--- src/rtl/vga_sync_rx.sv ---
// vga_sync_rx: recovers line/frame timing from an external active-low
// HSYNC/VSYNC pair, locks to 640x480 timing and regenerates de/x/y.
module vga_sync_rx #(
    parameter int H_TOTAL    = 1600,
    parameter int H_PULSE    = 192,
    parameter int H_BACK     = 96,
    parameter int H_DISP     = 1280,
    parameter int V_PULSE    = 2,
    parameter int V_BACK     = 29,
    parameter int V_DISP     = 480,
    parameter int TOL        = 2,
    parameter int LOCK_LINES = 4
) (
    input  logic        clk,
    input  logic        reset,
    input  logic        hsync_in,
    input  logic        vsync_in,
    output logic        h_locked,
    output logic [10:0] line_len,
    output logic [10:0] pulse_len,
    output logic        line_start,
    output logic        frame_start,
    output logic        de,
    output logic [10:0] x,
    output logic [9:0]  y,
    output logic        err
);

    localparam logic [10:0] CNT_MAX   = 11'h7FF;
    localparam logic [9:0]  VCNT_MAX  = 10'h3FF;
    localparam logic [10:0] LL_MIN    = 11'(H_TOTAL - TOL);
    localparam logic [10:0] LL_MAX    = 11'(H_TOTAL + TOL);
    localparam logic [10:0] PL_MIN    = 11'(H_PULSE - TOL);
    localparam logic [10:0] PL_MAX    = 11'(H_PULSE + TOL);
    localparam logic [10:0] HX0       = 11'(H_PULSE + H_BACK);
    localparam logic [10:0] HX1       = 11'(H_PULSE + H_BACK + H_DISP);
    localparam logic [9:0]  VY0       = 10'(V_PULSE + V_BACK);
    localparam logic [9:0]  VY1       = 10'(V_PULSE + V_BACK + V_DISP);
    localparam logic [2:0]  GOOD_LAST = 3'(LOCK_LINES - 1);

    typedef enum logic [1:0] {
        SEARCH  = 2'd0,
        MEASURE = 2'd1,
        LOCKED  = 2'd2
    } state_e;

    state_e      state_q, state_d;
    logic        hs_m_q, hs_s_q, hs_p_q;
    logic        vs_m_q, vs_s_q, vs_p_q;
    logic        hs_fall, hs_rise, vs_fall;
    logic [10:0] hcnt_q, hcnt_d, hcnt_inc;
    logic [9:0]  vcnt_q, vcnt_d;
    logic [2:0]  good_q, good_d;
    logic        vset_q, vset_d;
    logic        vpend_q, vpend_d;
    logic        vstart, line_ok;
    logic [10:0] line_len_q, line_len_d;
    logic [10:0] pulse_len_q, pulse_len_d;
    logic        line_start_q, frame_start_q;
    logic        err_q, err_d;
    logic        de_q, de_d;
    logic [10:0] x_q, x_d;
    logic [9:0]  y_q, y_d;

    assign hs_fall = hs_p_q & ~hs_s_q;
    assign hs_rise = ~hs_p_q & hs_s_q;
    assign vs_fall = vs_p_q & ~vs_s_q;

    always_comb begin
        hcnt_inc = (hcnt_q == CNT_MAX) ? CNT_MAX : hcnt_q + 11'd1;
        line_ok  = (hcnt_inc >= LL_MIN) && (hcnt_inc <= LL_MAX) &&
                   (pulse_len_q >= PL_MIN) && (pulse_len_q <= PL_MAX);
        state_d  = state_q;
        good_d   = good_q;
        err_d    = 1'b0;
        // A fall takes priority over a simultaneous timeout
        if (hs_fall) begin
            unique case (state_q)
                SEARCH: begin
                    state_d = MEASURE;
                    good_d  = '0;
                end
                MEASURE: begin
                    if (line_ok) begin
                        good_d = good_q + 3'd1;
                        if (good_q == GOOD_LAST) state_d = LOCKED;
                    end else begin
                        err_d  = 1'b1;
                        good_d = '0;
                    end
                end
                LOCKED: begin
                    if (!line_ok) begin
                        err_d   = 1'b1;
                        state_d = MEASURE;
                        good_d  = '0;
                    end
                end
                default: begin
                    state_d = SEARCH;
                    good_d  = '0;
                end
            endcase
        end else if (hcnt_q == CNT_MAX) begin
            state_d = SEARCH;
            good_d  = '0;
        end

        hcnt_d      = hs_fall ? '0 : hcnt_inc;
        line_len_d  = hs_fall ? hcnt_inc : line_len_q;
        pulse_len_d = hs_rise ? hcnt_inc : pulse_len_q;

        vstart  = hs_fall & (vpend_q | vs_fall);
        vpend_d = hs_fall ? 1'b0 : (vpend_q | vs_fall);
        vcnt_d  = vcnt_q;
        if (vstart) begin
            vcnt_d = '0;
        end else if (hs_fall && vcnt_q != VCNT_MAX) begin
            vcnt_d = vcnt_q + 10'd1;
        end
        // vcnt is only trusted for de once it was re-anchored while locked
        vset_d = (state_d == LOCKED) & (vset_q | vstart);

        de_d = (state_q == LOCKED) & vset_q &
               (hcnt_q >= HX0) & (hcnt_q < HX1) &
               (vcnt_q >= VY0) & (vcnt_q < VY1);
        x_d  = de_d ? hcnt_q - HX0 : '0;
        y_d  = de_d ? vcnt_q - VY0 : '0;
    end

    always_ff @(posedge clk or posedge reset) begin
        if (reset) begin
            hs_m_q        <= 1'b1;
            hs_s_q        <= 1'b1;
            hs_p_q        <= 1'b1;
            vs_m_q        <= 1'b1;
            vs_s_q        <= 1'b1;
            vs_p_q        <= 1'b1;
            state_q       <= SEARCH;
            hcnt_q        <= '0;
            vcnt_q        <= '0;
            good_q        <= '0;
            vset_q        <= 1'b0;
            vpend_q       <= 1'b0;
            line_len_q    <= '0;
            pulse_len_q   <= '0;
            line_start_q  <= 1'b0;
            frame_start_q <= 1'b0;
            err_q         <= 1'b0;
            de_q          <= 1'b0;
            x_q           <= '0;
            y_q           <= '0;
        end else begin
            hs_m_q        <= hsync_in;
            hs_s_q        <= hs_m_q;
            hs_p_q        <= hs_s_q;
            vs_m_q        <= vsync_in;
            vs_s_q        <= vs_m_q;
            vs_p_q        <= vs_s_q;
            state_q       <= state_d;
            hcnt_q        <= hcnt_d;
            vcnt_q        <= vcnt_d;
            good_q        <= good_d;
            vset_q        <= vset_d;
            vpend_q       <= vpend_d;
            line_len_q    <= line_len_d;
            pulse_len_q   <= pulse_len_d;
            line_start_q  <= hs_fall;
            frame_start_q <= vs_fall;
            err_q         <= err_d;
            de_q          <= de_d;
            x_q           <= x_d;
            y_q           <= y_d;
        end
    end

    assign h_locked    = (state_q == LOCKED);
    assign line_len    = line_len_q;
    assign pulse_len   = pulse_len_q;
    assign line_start  = line_start_q;
    assign frame_start = frame_start_q;
    assign err         = err_q;
    assign de          = de_q;
    assign x           = x_q;
    assign y           = y_q;

endmodule

--- config.mk ---
export PLATFORM = sky130hd
export DESIGN_NAME = vga_sync_rx
export DESIGN_NICKNAME = d
export VERILOG_FILES = /design/src/rtl/vga_sync_rx.sv
export SDC_FILE = /design/constraint.sdc
export NUM_CORES = 1
export LEC_CHECK = 0
export ABC_AREA = 1
export ABC_CLOCK_PERIOD_IN_PS = 5580
export CORE_MARGIN = 2
export CORE_UTILIZATION = 55
export CTS_CLUSTER_DIAMETER = 120
export DETAILED_ROUTE_END_ITERATION = 6
export GPL_TIMING_DRIVEN = 0
export HOLD_SLACK_MARGIN = 0.02
export PLACE_DENSITY = 0.87
export SLEW_MARGIN = 40
export SYNTH_ARGS = -nofsm -noshare
export SYNTH_HDL_FRONTEND = slang
export SYNTH_SLANG_ARGS = --single-unit
--- constraint.sdc ---
create_clock -name clk -period 5.58 [get_ports clk]
set_input_delay 1.674 -clock clk [delete_from_list [all_inputs] [get_ports clk]]
set_output_delay 1.674 -clock clk [all_outputs]
set_load 0.1 [all_outputs]
==> results.py <==
metrics = {
    "run_status": {
        "status": "completed",
    },
    "synthesis": {
        "yosysWarnings": 0,
        "synth_edf_count": 0,
        "synthDistinctLibCells": 38,
        "synthesis.instances": 437,
        "syn-num-nets": 453,
        "synthArstFlopShare_pct": 100,
        "ys_ff_latch": 81,
        "synthFlopType": "dfrtp_1",
        "yosysSeqAreaShare_pct": 53.0,
        "syn_area_um2": 3840,
        "syn_avg_cell_area_um2": 8.79,
    },
    "timing": {
        "post-route-min-period_ns": 3.42,
        "tightest_slew_ns": 0.521,
        "timing.final.crit_share_pct": 61.2,
        "finalSetupViolCount": 0,
        "totalNegativeSetupSlack_ns": 0,
        "relSlewSlack_pct": 65.1,
        "clock.fmax_ghz": 0.293,
        "drv_slew": 0,
        "finalHoldViolCount": 0,
        "rsz0062_at_grt": "false",
        "finalClockSkew_ns": 0.0104,
    },
    "detailed_routing": {
        "vias": 3038,
        "wl_mm": 7.80,
        "first_pass_iters": 4,
        "ant_nets": 0,
        "drtIter0Drc": 225,
        "viasPerCell": 5.05,
        "wl_per_cell_um": 13.0,
        "drcViolationCount": 0,
    },
    "power_and_ir_drop": {
        "swShare_pct": 38.8,
        "power.switching_uw": 584,
        "powerDensity_nw_per_um2": 338,
        "comb_power_share_pct": 27.2,
        "power_frac_seq_pct": 44.4,
        "p_leak_uw": 0.00237,
        "irDropWorstVdd_mv": 0.388,
        "pwr-share-clk_pct": 28.4,
        "intPower_uw": 923,
    },
    "final_layout": {
        "multi_input_area_um2": 1520,
        "nFillCells": 536,
        "regArea_um2": 2030,
        "drive_above_1_share_pct": 21.4,
        "syn2layout_area_growth_pct": 16.1,
        "fin_cells": 601,
        "num_antenna_cells": 0,
        "nets": 516,
    },
    "setup_path": {
        "critPathSlowestCell": "buf_2",
        "critPathTopFamily": "buffers and inverters",
        "reg2reg_to": "vset_q$_DFF_PP0_",
        "start_kind": "register",
        "cpPeakStageDelay_ns": 0.49,
        "crit_arrival_ns": 1.74,
        "r2r_slack_ns": 3.29,
        "crit_path_cell_trace": "inv_1 > ha_1 > buf_2",
        "path_max_fanout": 5,
        "reg2reg_depth": 13,
        "crit_buf_inv": 2,
        "critPathCaptureType": "primary output",
        "crit_type": "register to primary output",
        "r2r-start": "hcnt_q[0]$_DFF_PP0_",
        "required_ns": 3.91,
    },
    "floorplan": {
        "ios": 52,
        "die-area_um2": 7670,
        "die_x_um": 87.6,
        "core_region_area_um2": 6790,
        "rows": 30,
        "die_h_um": 87.6,
        "initial_core_util_pct": 56.5,
    },
    "global_routing": {
        "grt_usage_pct": 22.6,
        "grt_pass1_vias": 2947,
        "grt_first_pass_wirelength_mm": 13.5,
        "antenna_found_initial": 0,
        "gr-total-overflow": 0,
        "grt_max_degree": 43,
    },
    "clock_network": {
        "clk_pin_slew_ns": 0.09,
        "clock-root-buffer": "clkbuf_8",
        "post_cts_resized": 0,
        "cts_max_path_buffers": 2,
        "cts_tree": "done",
        "cts.hold.buffers_added": 0,
        "post-cts-setup-buffers": 0,
        "h-tree-depth": 3,
        "cts.sinks": 81,
        "numCtsBuffers": 9,
        "clock_latency_ns": 0.35,
    },
    "worst_hold_path": {
        "hold_path_class": "register to register",
        "hp-start": "hs_m_q$_DFF_PP1_",
        "hold_end": "hs_s_q$_DFF_PP1_",
        "hold_depth": 0,
    },
    "placement": {
        "port_buffers": 51,
        "hpwl_mm": 5.73,
        "placed_cells": 585,
        "gp_congestion": 0.908,
    },
    "job": {
        "cap_violations": 0,
    },
}
[cell type report]
class                   instances  area share, %
inverters                      60           5.16
plain buffers                  11           1.49
multi-input cells             285           34.0
flip-flops and latches         81           45.6
clock inverters                 7           1.80
repair buffers                 52           6.51
well taps                      96           2.69
clock buffers                   9           2.78
[power by group through the flow]
stage | combinational (uW) | sequential, uW | clock, uW
2_1_floorplan | 158 | 850 | 0
3_3_place_gp | 422 | 678 | 0
6_report | 410 | 669 | 428
4_1_cts | 410 | 668 | 440
3_5_place_dp | 409 | 678 | 0
5_1_grt | 439 | 675 | 464
[sequential cells by signal, indices dropped and copies added, names as in the netlist]
name / flops
state_q: 2
line_start: 1
y: 10
pulse_len: 11
vcnt_q: 10
good_q: 3
de: 1
err: 1
vs_p_q: 1
hcnt_q: 11
hs_p_q: 1
vs_s_q: 1
vset_q: 1
frame_start: 1
hs_m_q: 1
vpend_q: 1
line_len: 11
x: 11
hs_s_q: 1
vs_m_q: 1
[stage by stage]
step                setup WS, ns  total power [uW]  cell area [um^2]  hold WS (ns)  util (%)
floorplan                   1.84              1010              3840         0.345         -
finish                      2.16              1510              4460         0.359      65.7
CTS                         2.16              1520              4460         0.360      65.7
detailed placement          2.60              1090              4260         0.348      62.7
global placement           0.712              1100              4470         0.346      65.8
global route                2.11              1580              4460         0.361      65.7
[cells in the final DEF (no fill, tap or decap), types with 4 or more instances in the layout]
master,netlist,layout
nand3_1,21,21
dfstp_2,6,6
nor2_4,4,4
clkbuf_1,5,5
inv_1,55,54
nor2_1,52,52
nand2_2,4,4
a21oi_1,9,9
nor3_1,7,7
o21ai_1,5,5
clkbuf_8,0,9
o21ai_0,29,29
buf_2,2,50
dfrtp_1,75,75
nor2_2,4,4
xor2_1,8,8
nand3_2,5,5
nand2_1,93,93
nand4_1,8,8
ha_1,12,12
inv_2,4,4
[logic make-up (layout without fill, tap and decap cells)]
logic type | count (synthesis) | after routing | share of synthesized area, %
compound gates | 54 | 54 | 7.72
xor+xnor | 10 | 10 | 2.28
fa+ha+maj | 12 | 12 | 3.91
buf+inv | 71 | 139 | 7.59
flops | 81 | 81 | 53.0
simple gates | 209 | 209 | 25.5
[routing by layer]
layer	track usage (%)	vias to the layer above	wire, um
li1	-	1506	-
met3	3.86	10	328
met1	30.4	1445	3650
met4	8.53	0	88
met2	37.1	77	3740
met5	0	-	0
[Yosys cell counts (2+ instances only)]
cell,n,share of area (%)
inv_1,55,5.4
buf_2,2,0.26
nor2_1,52,5.1
o2111ai_1,2,0.46
o21ai_1,5,0.65
nor2_2,4,0.65
dfrtp_1,75,49
nor2_4,4,1.2
a31oi_1,2,0.33
o21ai_0,29,3.8
nand3_1,21,2.7
nand2_4,3,0.88
nand2_1,93,9.1
clkbuf_1,5,0.49
xor2_1,8,1.8
nand4_1,8,1.3
a21oi_1,9,1.2
dfstp_2,6,4.1
o22ai_1,3,0.49
ha_1,12,3.9
nand2_2,4,0.65
buf_4,2,0.39
buf_6,2,0.59
nor3_1,7,0.91
inv_2,4,0.39
or2_2,3,0.49
xnor2_1,2,0.46
nand3_2,5,1.3
[worst max-delay path by stage]
stage	slack, ns	from	cells after the start	to
after floorplan	1.84	reset	1	de$_DFF_PP0_
after global placement	0.71	reset	2	x[4]$_DFF_PP0_
after detailed placement	2.60	state_q[0]$_DFF_PP0_	3	h_locked
after CTS	2.16	state_q[0]$_DFF_PP0_	3	h_locked
after global routing	2.11	state_q[0]$_DFF_PP0_	3	h_locked
final	2.16	state_q[0]$_DFF_PP0_	3	h_locked
Power figures use the tool's default switching activity.
==> variant, RTL diff (config.mk and constraints unchanged) <==
Add an input register stage for `hsync_in` and `vsync_in`, without a reset; this delays them by one clock.
--- a/src/rtl/vga_sync_rx.sv
+++ b/src/rtl/vga_sync_rx.sv
@@ -43,6 +43,14 @@
         MEASURE = 2'd1,
         LOCKED  = 2'd2
     } state_e;
+
+    logic hsync_q;
+    logic vsync_q;
+
+    always_ff @(posedge clk) begin
+        hsync_q <= hsync_in;
+        vsync_q <= vsync_in;
+    end
 
     state_e      state_q, state_d;
     logic        hs_m_q, hs_s_q, hs_p_q;
@@ -151,10 +159,10 @@
             x_q           <= '0;
             y_q           <= '0;
         end else begin
-            hs_m_q        <= hsync_in;
+            hs_m_q        <= hsync_q;
             hs_s_q        <= hs_m_q;
             hs_p_q        <= hs_s_q;
-            vs_m_q        <= vsync_in;
+            vs_m_q        <= vsync_q;
             vs_s_q        <= vs_m_q;
             vs_p_q        <= vs_s_q;
             state_q       <= state_d;
Function: changed (Yosys sat finds a counterexample within 4 cycles, from zero or initial values and one cycle with reset high).
==> variant against the unedited design <==
  * Worst hold slack lost 0.059 ns
  * Die area is 1.0% higher
  * Cell area up 0.65%
  * Sequential cell count up 2
  * Critical path depth unchanged
  * Highest routed layer unchanged
  * Total power up 0.17%
  * Synthesized area is 1.0% higher
  * Register-to-register slack improved by 0.03 ns
  * Sequential share of layout area grew 0.60 points
  * Worst setup slack worse by 0.00088 ns
  * Wire length is 1.3% lower
==> variant: results (changes against the unedited design) <==
[place]
place_area_mm2 = 0.00430  ; +1.1%
dp_slack_ns = 2.59  ; -0.00219 ns
placed_cells = 587  ; +0.34%
hpwl_mm = 5.65  ; -1.4%
gp_congestion = 0.877  ; -3.4%
portBuffers = 51  ; unchanged

[grt]
met1_usage = 0.301  ; -0.00256
grt_pass1_wl_mm = 13.3  ; -2.0%
grt_max_degree = 56  ; +30%
use_met3 = 0.0594  ; +0.0207
grt_pass1_vias = 2936  ; -0.37%
gr-usage-met2 = 0.351  ; -0.0200
grt_usage = 0.222  ; -0.00436

[setup_path]
arrival_ns = 1.74  ; about the same
crit_slowest_cell = buf_2
cpPeakStageDelay_ns = 0.48

[timing]
finClkSkew_ns = 0.0155  ; +0.00511 ns
slew_headroom = 0.657  ; +0.00555

[logic_synthesis]
yosysSeqAreaShare = 0.534  ; +0.00485
synthArstFlopShare = 0.976  ; -0.0241
syn_nets = 455  ; +0.44%
synthTopCellsByArea = dfrtp_1 48%, nand2_1 9.0%, inv_1 5.3%
synth_flop_cell = dfrtp_1
syn_inst = 439  ; +0.46%
post_synth_num_cell_types = 39  ; +2.6%
synth_commonest_cells = 93 x nand2_1, 75 x dfrtp_1, 55 x inv_1

[clocking]
cts_setup_buffers = 0  ; unchanged
numCtsBuffers = 9  ; unchanged
clk_pin_slew_ns = 0.09  ; about the same
insertion_delay_ns = 0.37  ; +0.02 ns

[drt]
drt-total-wl_mm = 7.71  ; -1.3%
drtIter0Drc = 140  ; -38%
dr_wl_met3_um = 403  ; +23%
met1Wirelength_mm = 3.63  ; -0.49%
wl_met2_mm = 3.55  ; -5.1%
avgViaCountPerCell = 5.02  ; -0.59%
drt-pass1-iter-count = 4  ; unchanged
avgRoutedWirePerCell_um = 12.8  ; -1.6%

[pwr]
power_leakage_nw = 2.39  ; +0.75%
ir_worst_vdd_mv = 0.381  ; -1.8%

[layout]
antenna_cells = 0  ; unchanged
drive_gt1_frac = 0.213  ; -0.000844
nNetsFinal = 518  ; +0.39%

[outcome]
status = complete, no violations

-- variant: changes by cell type after synthesis, sizes merged --
| cell | change |
|---|---|
| dfxtp | +2 |
-- variant: final timing paths --
kind | from | end | slack, ns | cells past startpoint
max in group asynchronous | reset | hs_p_q | 3.39 | 3
min in group asynchronous | reset | state_q[0] | 1.62 | 2
worst max-delay path | state_q[0] | h_locked | 2.16 | 3
worst min-delay path | hsync_q | hs_m_q | 0.30 | 0
worst min register to register | hsync_q | hs_m_q | 0.30 | 0
worst max register to register | hcnt_q[0] | vset_q | 3.32 | 11
-- variant: worst reg2reg max path, cell delays in order (launching register included) --
cell and delay [ns]:
dfrtp_1 0.47, ha_1 0.29, nand3_1 0.16, o21bai_1 0.22
nand3_1 0.19, nor2_1 0.16, nand2_2 0.09, nand2_4 0.09
nand4_1 0.14, o21ai_1 0.21, nand3_1 0.10, nor2_1 0.11
-- variant: where the power goes --
part	switching, mW	leakage [nW]	internal (mW)
Sequential	0.0361	1.10	0.646
Combinational	0.333	1.18	0.0840
Clock	0.230	0.0989	0.179
Total	0.600	2.39	0.909
-- variant: kinds of logic (layout without fill, tap and decap cells) --
| kind of cell | Yosys count | after routing | share of synthesized area |
|---|---|---|---|
| compound gates | 54 | 54 | 0.0764 |
| xor+xnor | 10 | 10 | 0.0226 |
| fa+ha+maj | 12 | 12 | 0.0387 |
| buf+inv | 71 | 139 | 0.0751 |
| flops | 83 | 83 | 0.534 |
| simple gates | 209 | 209 | 0.253 |
-- variant: area by class of cell --
cell class,count,area (um2)
fillers,551,2300
clock inverters,6,47.5
inverters,60,230
plain buffers,11,66.3
repair buffers,52,298
clock buffers,10,138
well taps,96,120
multi-input cells,285,1520
flip-flops and latches,83,2070
